==> config.mk <==
export PLATFORM = sky130hd
export DESIGN_NAME = cnna_burst_addr_gen_flat
export DESIGN_NICKNAME = d
export VERILOG_FILES = /design/src/rtl/cnna_burst_addr_gen_if.sv /design/src/rtl/cnna_burst_addr_gen.sv /design/src/flat_wrapper.sv
export SDC_FILE = /design/constraint.sdc
export NUM_CORES = 1
export LEC_CHECK = 0
export CAP_MARGIN = 20
export CORE_AREA = 2 2 178 180
export DETAILED_ROUTE_END_ITERATION = 8
export DIE_AREA = 0 0 180 182
export HOLD_SLACK_MARGIN = 0.05
export PLACE_DENSITY = 0.76
export SETUP_SLACK_MARGIN = 0.2
export SYNTH_ARGS = -nofsm -noshare
export SYNTH_HDL_FRONTEND = slang
export SYNTH_SLANG_ARGS = --single-unit
==> constraint.sdc <==
create_clock -name ap_clk -period 7.88 [get_ports ap_clk]
set_clock_uncertainty 0.05 [all_clocks]
set_input_delay 1.576 -clock ap_clk [delete_from_list [all_inputs] [get_ports ap_clk]]
set_output_delay 1.576 -clock ap_clk [all_outputs]
set_load 0.01 [all_outputs]
==> src/rtl/cnna_burst_addr_gen_if.sv <==
// Request and burst-descriptor channels of the cnna burst address generator.
// The requester drives through master; the generator sits on slave.
interface cnna_burst_addr_gen_if #(
    parameter int ADDR_W = 35,
    parameter int LEN_W  = 16
);
    logic              req_valid;
    logic              req_ready;
    logic [7:0]        req_row;
    logic [26:0]       req_stride;
    logic [ADDR_W-1:0] req_base;
    logic [LEN_W-1:0]  req_beats;

    logic              bst_valid;
    logic              bst_ready;
    logic [ADDR_W-1:0] bst_addr;
    logic [7:0]        bst_len;
    logic              bst_last;

    modport master (
        output req_valid, req_row, req_stride,
        output req_base, req_beats,
        input  req_ready,
        input  bst_valid, bst_addr, bst_len, bst_last,
        output bst_ready
    );

    modport slave (
        input  req_valid, req_row, req_stride,
        input  req_base, req_beats,
        output req_ready,
        output bst_valid, bst_addr, bst_len, bst_last,
        input  bst_ready
    );
endinterface

==> src/rtl/cnna_burst_addr_gen.sv <==
// Turns base + row*stride requests into burst descriptors that are
// capped at MAX_BURST beats and never straddle a BOUND_BYTES boundary.
module cnna_burst_addr_gen #(
    parameter int ADDR_W      = 35,
    parameter int LEN_W       = 16,
    parameter int BEAT_BYTES  = 8,
    parameter int MAX_BURST   = 16,
    parameter int BOUND_BYTES = 4096
) (
    input  logic                  ap_clk,
    input  logic                  ap_rst_n,
    cnna_burst_addr_gen_if.slave  bus,
    output logic                  busy
);
    localparam int BB_W  = $clog2(BEAT_BYTES);
    localparam int OFF_W = $clog2(BOUND_BYTES);
    localparam int CW    = (LEN_W > OFF_W + 1) ? LEN_W : OFF_W + 1;

    localparam logic [CW-1:0]     MAXB  = CW'(MAX_BURST);
    localparam logic [OFF_W:0]    BOUND = (OFF_W + 1)'(BOUND_BYTES);
    localparam logic [ADDR_W-1:0] ALIGN = ~ADDR_W'(BEAT_BYTES - 1);

    typedef enum logic [1:0] {
        S_IDLE,
        S_MUL,
        S_ADD,
        S_EMIT
    } state_t;

    state_t r_state;
    state_t w_next;

    logic              r_rdy;
    logic [7:0]        r_row;
    logic [26:0]       r_stride;
    logic [ADDR_W-1:0] r_base;
    logic [LEN_W-1:0]  r_beats;
    logic [ADDR_W-1:0] r_prod;
    logic [ADDR_W-1:0] r_addr;
    logic [LEN_W-1:0]  r_rem;

    logic              w_fire_req;
    logic              w_fire_bst;
    logic              w_emit;
    logic [ADDR_W-1:0] w_prod;
    logic [OFF_W:0]    w_room;
    logic [CW-1:0]     w_cap;
    logic [CW-1:0]     w_n;
    logic              w_last;

    assign w_emit     = (r_state == S_EMIT);
    assign w_fire_req = bus.req_valid & bus.req_ready;
    assign w_fire_bst = w_emit & bus.bst_ready;

    // 8 x 27 bits fills ADDR_W exactly, so nothing is lost here
    assign w_prod = ADDR_W'(r_row) * ADDR_W'(r_stride);

    // Beats left before the next boundary; never zero as r_addr is aligned
    assign w_room = (BOUND - {1'b0, r_addr[OFF_W-1:0]}) >> BB_W;
    assign w_cap  = (CW'(r_rem) < MAXB) ? CW'(r_rem) : MAXB;
    assign w_n    = (CW'(w_room) < w_cap) ? CW'(w_room) : w_cap;
    assign w_last = (w_n == CW'(r_rem));

    always_ff @(posedge ap_clk or negedge ap_rst_n) begin
        if (!ap_rst_n) begin
            r_state <= S_IDLE;
        end else begin
            r_state <= w_next;
        end
    end

    always_comb begin
        w_next        = r_state;
        bus.req_ready = 1'b0;
        bus.bst_valid = 1'b0;
        bus.bst_len   = '0;
        bus.bst_last  = 1'b0;
        busy          = 1'b1;
        unique case (r_state)
            S_IDLE: begin
                busy          = 1'b0;
                bus.req_ready = r_rdy;
                if (w_fire_req) begin
                    w_next = S_MUL;
                end
            end
            S_MUL: begin
                w_next = S_ADD;
            end
            S_ADD: begin
                w_next = (r_beats == '0) ? S_IDLE : S_EMIT;
            end
            S_EMIT: begin
                bus.bst_valid = 1'b1;
                bus.bst_len   = 8'(w_n - CW'(1));
                bus.bst_last  = w_last;
                if (w_fire_bst && w_last) begin
                    w_next = S_IDLE;
                end
            end
            default: begin
                w_next = S_IDLE;
            end
        endcase
    end

    assign bus.bst_addr = r_addr;

    always_ff @(posedge ap_clk or negedge ap_rst_n) begin
        if (!ap_rst_n) begin
            r_rdy    <= 1'b0;
            r_row    <= '0;
            r_stride <= '0;
            r_base   <= '0;
            r_beats  <= '0;
            r_prod   <= '0;
            r_addr   <= '0;
            r_rem    <= '0;
        end else begin
            r_rdy <= 1'b1;
            if (w_fire_req) begin
                r_row    <= bus.req_row;
                r_stride <= bus.req_stride;
                r_base   <= bus.req_base;
                r_beats  <= bus.req_beats;
            end
            if (r_state == S_MUL) begin
                r_prod <= w_prod;
            end
            if (r_state == S_ADD) begin
                r_addr <= (r_base + r_prod) & ALIGN;
                r_rem  <= r_beats;
            end
            if (w_fire_bst) begin
                r_addr <= r_addr + (ADDR_W'(w_n) << BB_W);
                r_rem  <= r_rem - LEN_W'(w_n);
            end
        end
    end
endmodule

==> src/flat_wrapper.sv <==
// flat-port wrapper written by rule: the top's interface ports become plain ports
module cnna_burst_addr_gen_flat 
#(
    parameter int ADDR_W      = 35,
    parameter int LEN_W       = 16,
    parameter int BEAT_BYTES  = 8,
    parameter int MAX_BURST   = 16,
    parameter int BOUND_BYTES = 4096
)
  (ap_clk, ap_rst_n, busy, bus_req_valid, bus_req_row, bus_req_stride, bus_req_base, bus_req_beats, bus_req_ready, bus_bst_valid, bus_bst_addr, bus_bst_len, bus_bst_last, bus_bst_ready);
  cnna_burst_addr_gen_if #(.ADDR_W(ADDR_W), .LEN_W(LEN_W)) bus_i ();
  input  logic ap_clk;
  input  logic ap_rst_n;
  output logic busy;
  input wire logic [$bits(bus_i.req_valid)-1:0] bus_req_valid;
  input wire logic [$bits(bus_i.req_row)-1:0] bus_req_row;
  input wire logic [$bits(bus_i.req_stride)-1:0] bus_req_stride;
  input wire logic [$bits(bus_i.req_base)-1:0] bus_req_base;
  input wire logic [$bits(bus_i.req_beats)-1:0] bus_req_beats;
  output wire logic [$bits(bus_i.req_ready)-1:0] bus_req_ready;
  output wire logic [$bits(bus_i.bst_valid)-1:0] bus_bst_valid;
  output wire logic [$bits(bus_i.bst_addr)-1:0] bus_bst_addr;
  output wire logic [$bits(bus_i.bst_len)-1:0] bus_bst_len;
  output wire logic [$bits(bus_i.bst_last)-1:0] bus_bst_last;
  input wire logic [$bits(bus_i.bst_ready)-1:0] bus_bst_ready;
  assign bus_i.req_valid = bus_req_valid;
  assign bus_i.req_row = bus_req_row;
  assign bus_i.req_stride = bus_req_stride;
  assign bus_i.req_base = bus_req_base;
  assign bus_i.req_beats = bus_req_beats;
  assign bus_req_ready = bus_i.req_ready;
  assign bus_bst_valid = bus_i.bst_valid;
  assign bus_bst_addr = bus_i.bst_addr;
  assign bus_bst_len = bus_i.bst_len;
  assign bus_bst_last = bus_i.bst_last;
  assign bus_i.bst_ready = bus_bst_ready;
  cnna_burst_addr_gen #(.ADDR_W(ADDR_W), .LEN_W(LEN_W), .BEAT_BYTES(BEAT_BYTES), .MAX_BURST(MAX_BURST), .BOUND_BYTES(BOUND_BYTES)) u_core (.ap_clk(ap_clk), .ap_rst_n(ap_rst_n), .bus(bus_i), .busy(busy));
endmodule
==> summary.txt <==
DRT Pass-1 Iters = 7
most frequent cells in the layout = nand2_1 (248), inv_1 (182), dfrtp_1 (172), fa_1 (152), clkdlybuf4s50_1 (132)
Worst Tran Pin Value = 1.10 ns
H-tree levels = 4
DRT antenna net count = 0
mux cell area share after synthesis = 0.0608
worst endpoint data arrival time = 5.43 ns
period utilization = 0.896
Initial Utilization = 0.543
Util after Layout = 0.617
FMAX = 142 MHz
register area share after synthesis = 0.256
WL per Instance = 17.9 um
routability cong. = 0.909
xor and xnor area share after synthesis = 0.0432
hold crit path type = flip-flop to flip-flop
final setup violation count = 0
Placeable Area = 0.0310 mm2
Die Wd = 180 um
status = finished clean
synth-to-layout area growth = 13.6%
Synth Area in Simple Gates = 0.163
Cell variety after synth = 78
dpl hpwl = 31.9 mm
via count = 13326
initial antenna violation count = 0
cell taking the most area after synthesis = dfrtp_1
CP Launch Type = flip-flop
largest net degree at the start of global routing = 96
DR vias/cell = 5.73
Post-Syn Area = 0.0168 mm2
compound-cell area share of the yosys netlist = 0.138
hold depth = 2
Async SR Flop Fraction = 1.00
Non-Filler Instances = 2327
Reg clk slew, reported paths = 0.08 ns
Synth area leaders = dfrtp_1 (26%), fa_1 (18%), ha_1 (9.7%), mux2_2 (6.0%), nand2_1 (5.5%)
global route overflow = 0
Slew HR = 0.267
CP Max Fanout = 22
Antenna Cells = 0
area share of fa/ha/maj cells after synthesis = 0.278
setup TNS = 0 ns
Fillers = 2583
most common cell after layout, fill and taps aside = nand2_1
Worst Path Required = 6.25 ns
area of the multi-input gates = 0.0116 mm2
TritonCTS buffer count = 17
first-pass GRT wire length = 70.0 mm
die height = 182 um
Critical Path End Type = output port
Final #Nets = 2285
RSZ-0062 raised after global routing = false
drt total wl = 41.7 mm
post-synth top area share = 0.256
worst-skew pair later-pin latency = 0.46 ns
DR iter-0 viols = 786
# placed instances = 2293
sink of the worst hold path = u_core.r_prod[23]
main combinational cell family by area after synthesis = adder cells
R2R depth = 17
FF-to-FF End = u_core.r_prod[29]
CTS sink count = 172
Final Max Slew Viols = 0
vias in the first global route = 13956
CTS max path bufs = 2
syn avg cell area = 9.28 um2
Yosys Warn Count = 0
Reg area = 0.00430 mm2
Clock Tree Root = clkbuf_16
die area = 0.0328 mm2
drc violations = 0
row count = 65
FF-to-FF Start = u_core.r_row[7]
CTS tree = done
min cycle time layout = 7.06 ns
share of cells above drive strength 1 = 0.0873
Hold Vio Cnt, Final = 0
number of synthesized flops with an enable pin = 0
number of max-cap violations = 0
I/O pins = 137
Crit Path Category = flip-flop to output port
GRT Overall Usage = 0.264
Yosys reg bits = 172
Syn Inst Count = 1813
Main synth FF type = dfrtp_1
number of I/O port buffers = 133
Hold Startpoint = u_core.r_prod[23]
internal reg-to-reg setup slack = 1.93 ns
-- cells in the mapped netlist (25+ instances only) --
library cell / n
a21o_1: 28
nor3_1: 25
a21oi_1: 82
xnor2_1: 50
o21ai_0: 79
nand2_1: 248
ha_1: 131
nor2_1: 67
dfrtp_1: 172
mux2_2: 90
xor2_1: 33
fa_1: 152
inv_1: 182
and2_1: 101
clkbuf_1: 62
-- per-stage QoR --
stage	cell area, um2	hold WS (ns)	worst slack (ns)
finish	19100	0.442	0.821
global route	19100	0.471	0.229
CTS	19100	0.451	0.610
detailed placement	18500	0.430	1.12
global placement	18500	0.415	1.13
floorplan	16900	0.400	2.41
-- sequential cells by signal, indices dropped and copies added (netlist names) --
signal	cells
u_core.bus.bst_addr	32
u_core.r_base	35
u_core.r_beats	16
u_core.r_prod	35
u_core.r_rdy	1
u_core.r_rem	16
u_core.r_row	8
u_core.r_state	2
u_core.r_stride	27
-- final cells by class --
class	instances	share of cell area
Multi-Input combinational cell	1393	0.606
Sequential cell	172	0.225
Timing Repair Buffer	145	0.0761
Inverter	183	0.0359
Tap cell	402	0.0263
Clock buffer	17	0.0222
Clock inverter	15	0.00798
-- metal layers --
layer  global-route usage  share of wire
met1                0.333           0.43
met2                0.468           0.50
met3               0.0435          0.049
met4               0.0758          0.020
met5                    0              0
-- critical path, stage by stage (launching register included) --
cell,delay (ns)
dfrtp_1,0.59
inv_1,0.15
ha_1,0.24
inv_1,0.07
nor2_1,0.05
xnor2_1,0.24
ha_1,0.31
a21o_1,0.19
a21oi_1,0.21
a21boi_0,0.12
o21a_1,0.21
o22ai_4,0.46
nand2_1,0.10
o21ai_0,0.22
inv_1,0.19
ha_1,0.35
nand4b_1,0.10
nor4_1,0.44
and2_1,0.19
clkdlybuf4s50_1,0.53
-- worst max path at each step --
stage               slack, ns           end                    from
finish                   0.82  bus_bst_last  u_core.bus.bst_addr[3]
global route             0.23  bus_bst_last  u_core.bus.bst_addr[6]
CTS                      0.61  bus_bst_last  u_core.bus.bst_addr[3]
detailed placement       1.12  bus_bst_last  u_core.bus.bst_addr[3]
global placement         1.13  bus_bst_last  u_core.bus.bst_addr[3]
floorplan                2.41  bus_bst_last  u_core.bus.bst_addr[3]
-- timing repair --
action	4_1_cts	5_1_grt
gates resized for setup	0	1
setup endpoints to repair	0	1
hold buffers	0	0
buffers inserted	0	0
-- cells by family (layout without fill, tap and decap cells) --
logic type                 after synthesis  after routing
other                                    2             20
xor gates and xnor gates                83             83
muxes                                   91             91
AOI/OAI and AO/OA                      349            349
and+or+nand+nor                        567            567
adders and majority gates              283            283
DFF                                    172            172
buffers and inverters                  266            360
Power is left out: the tool's default activity adds up to more than one toggle a clock period on the data nets, which glitch-free logic cannot reach.
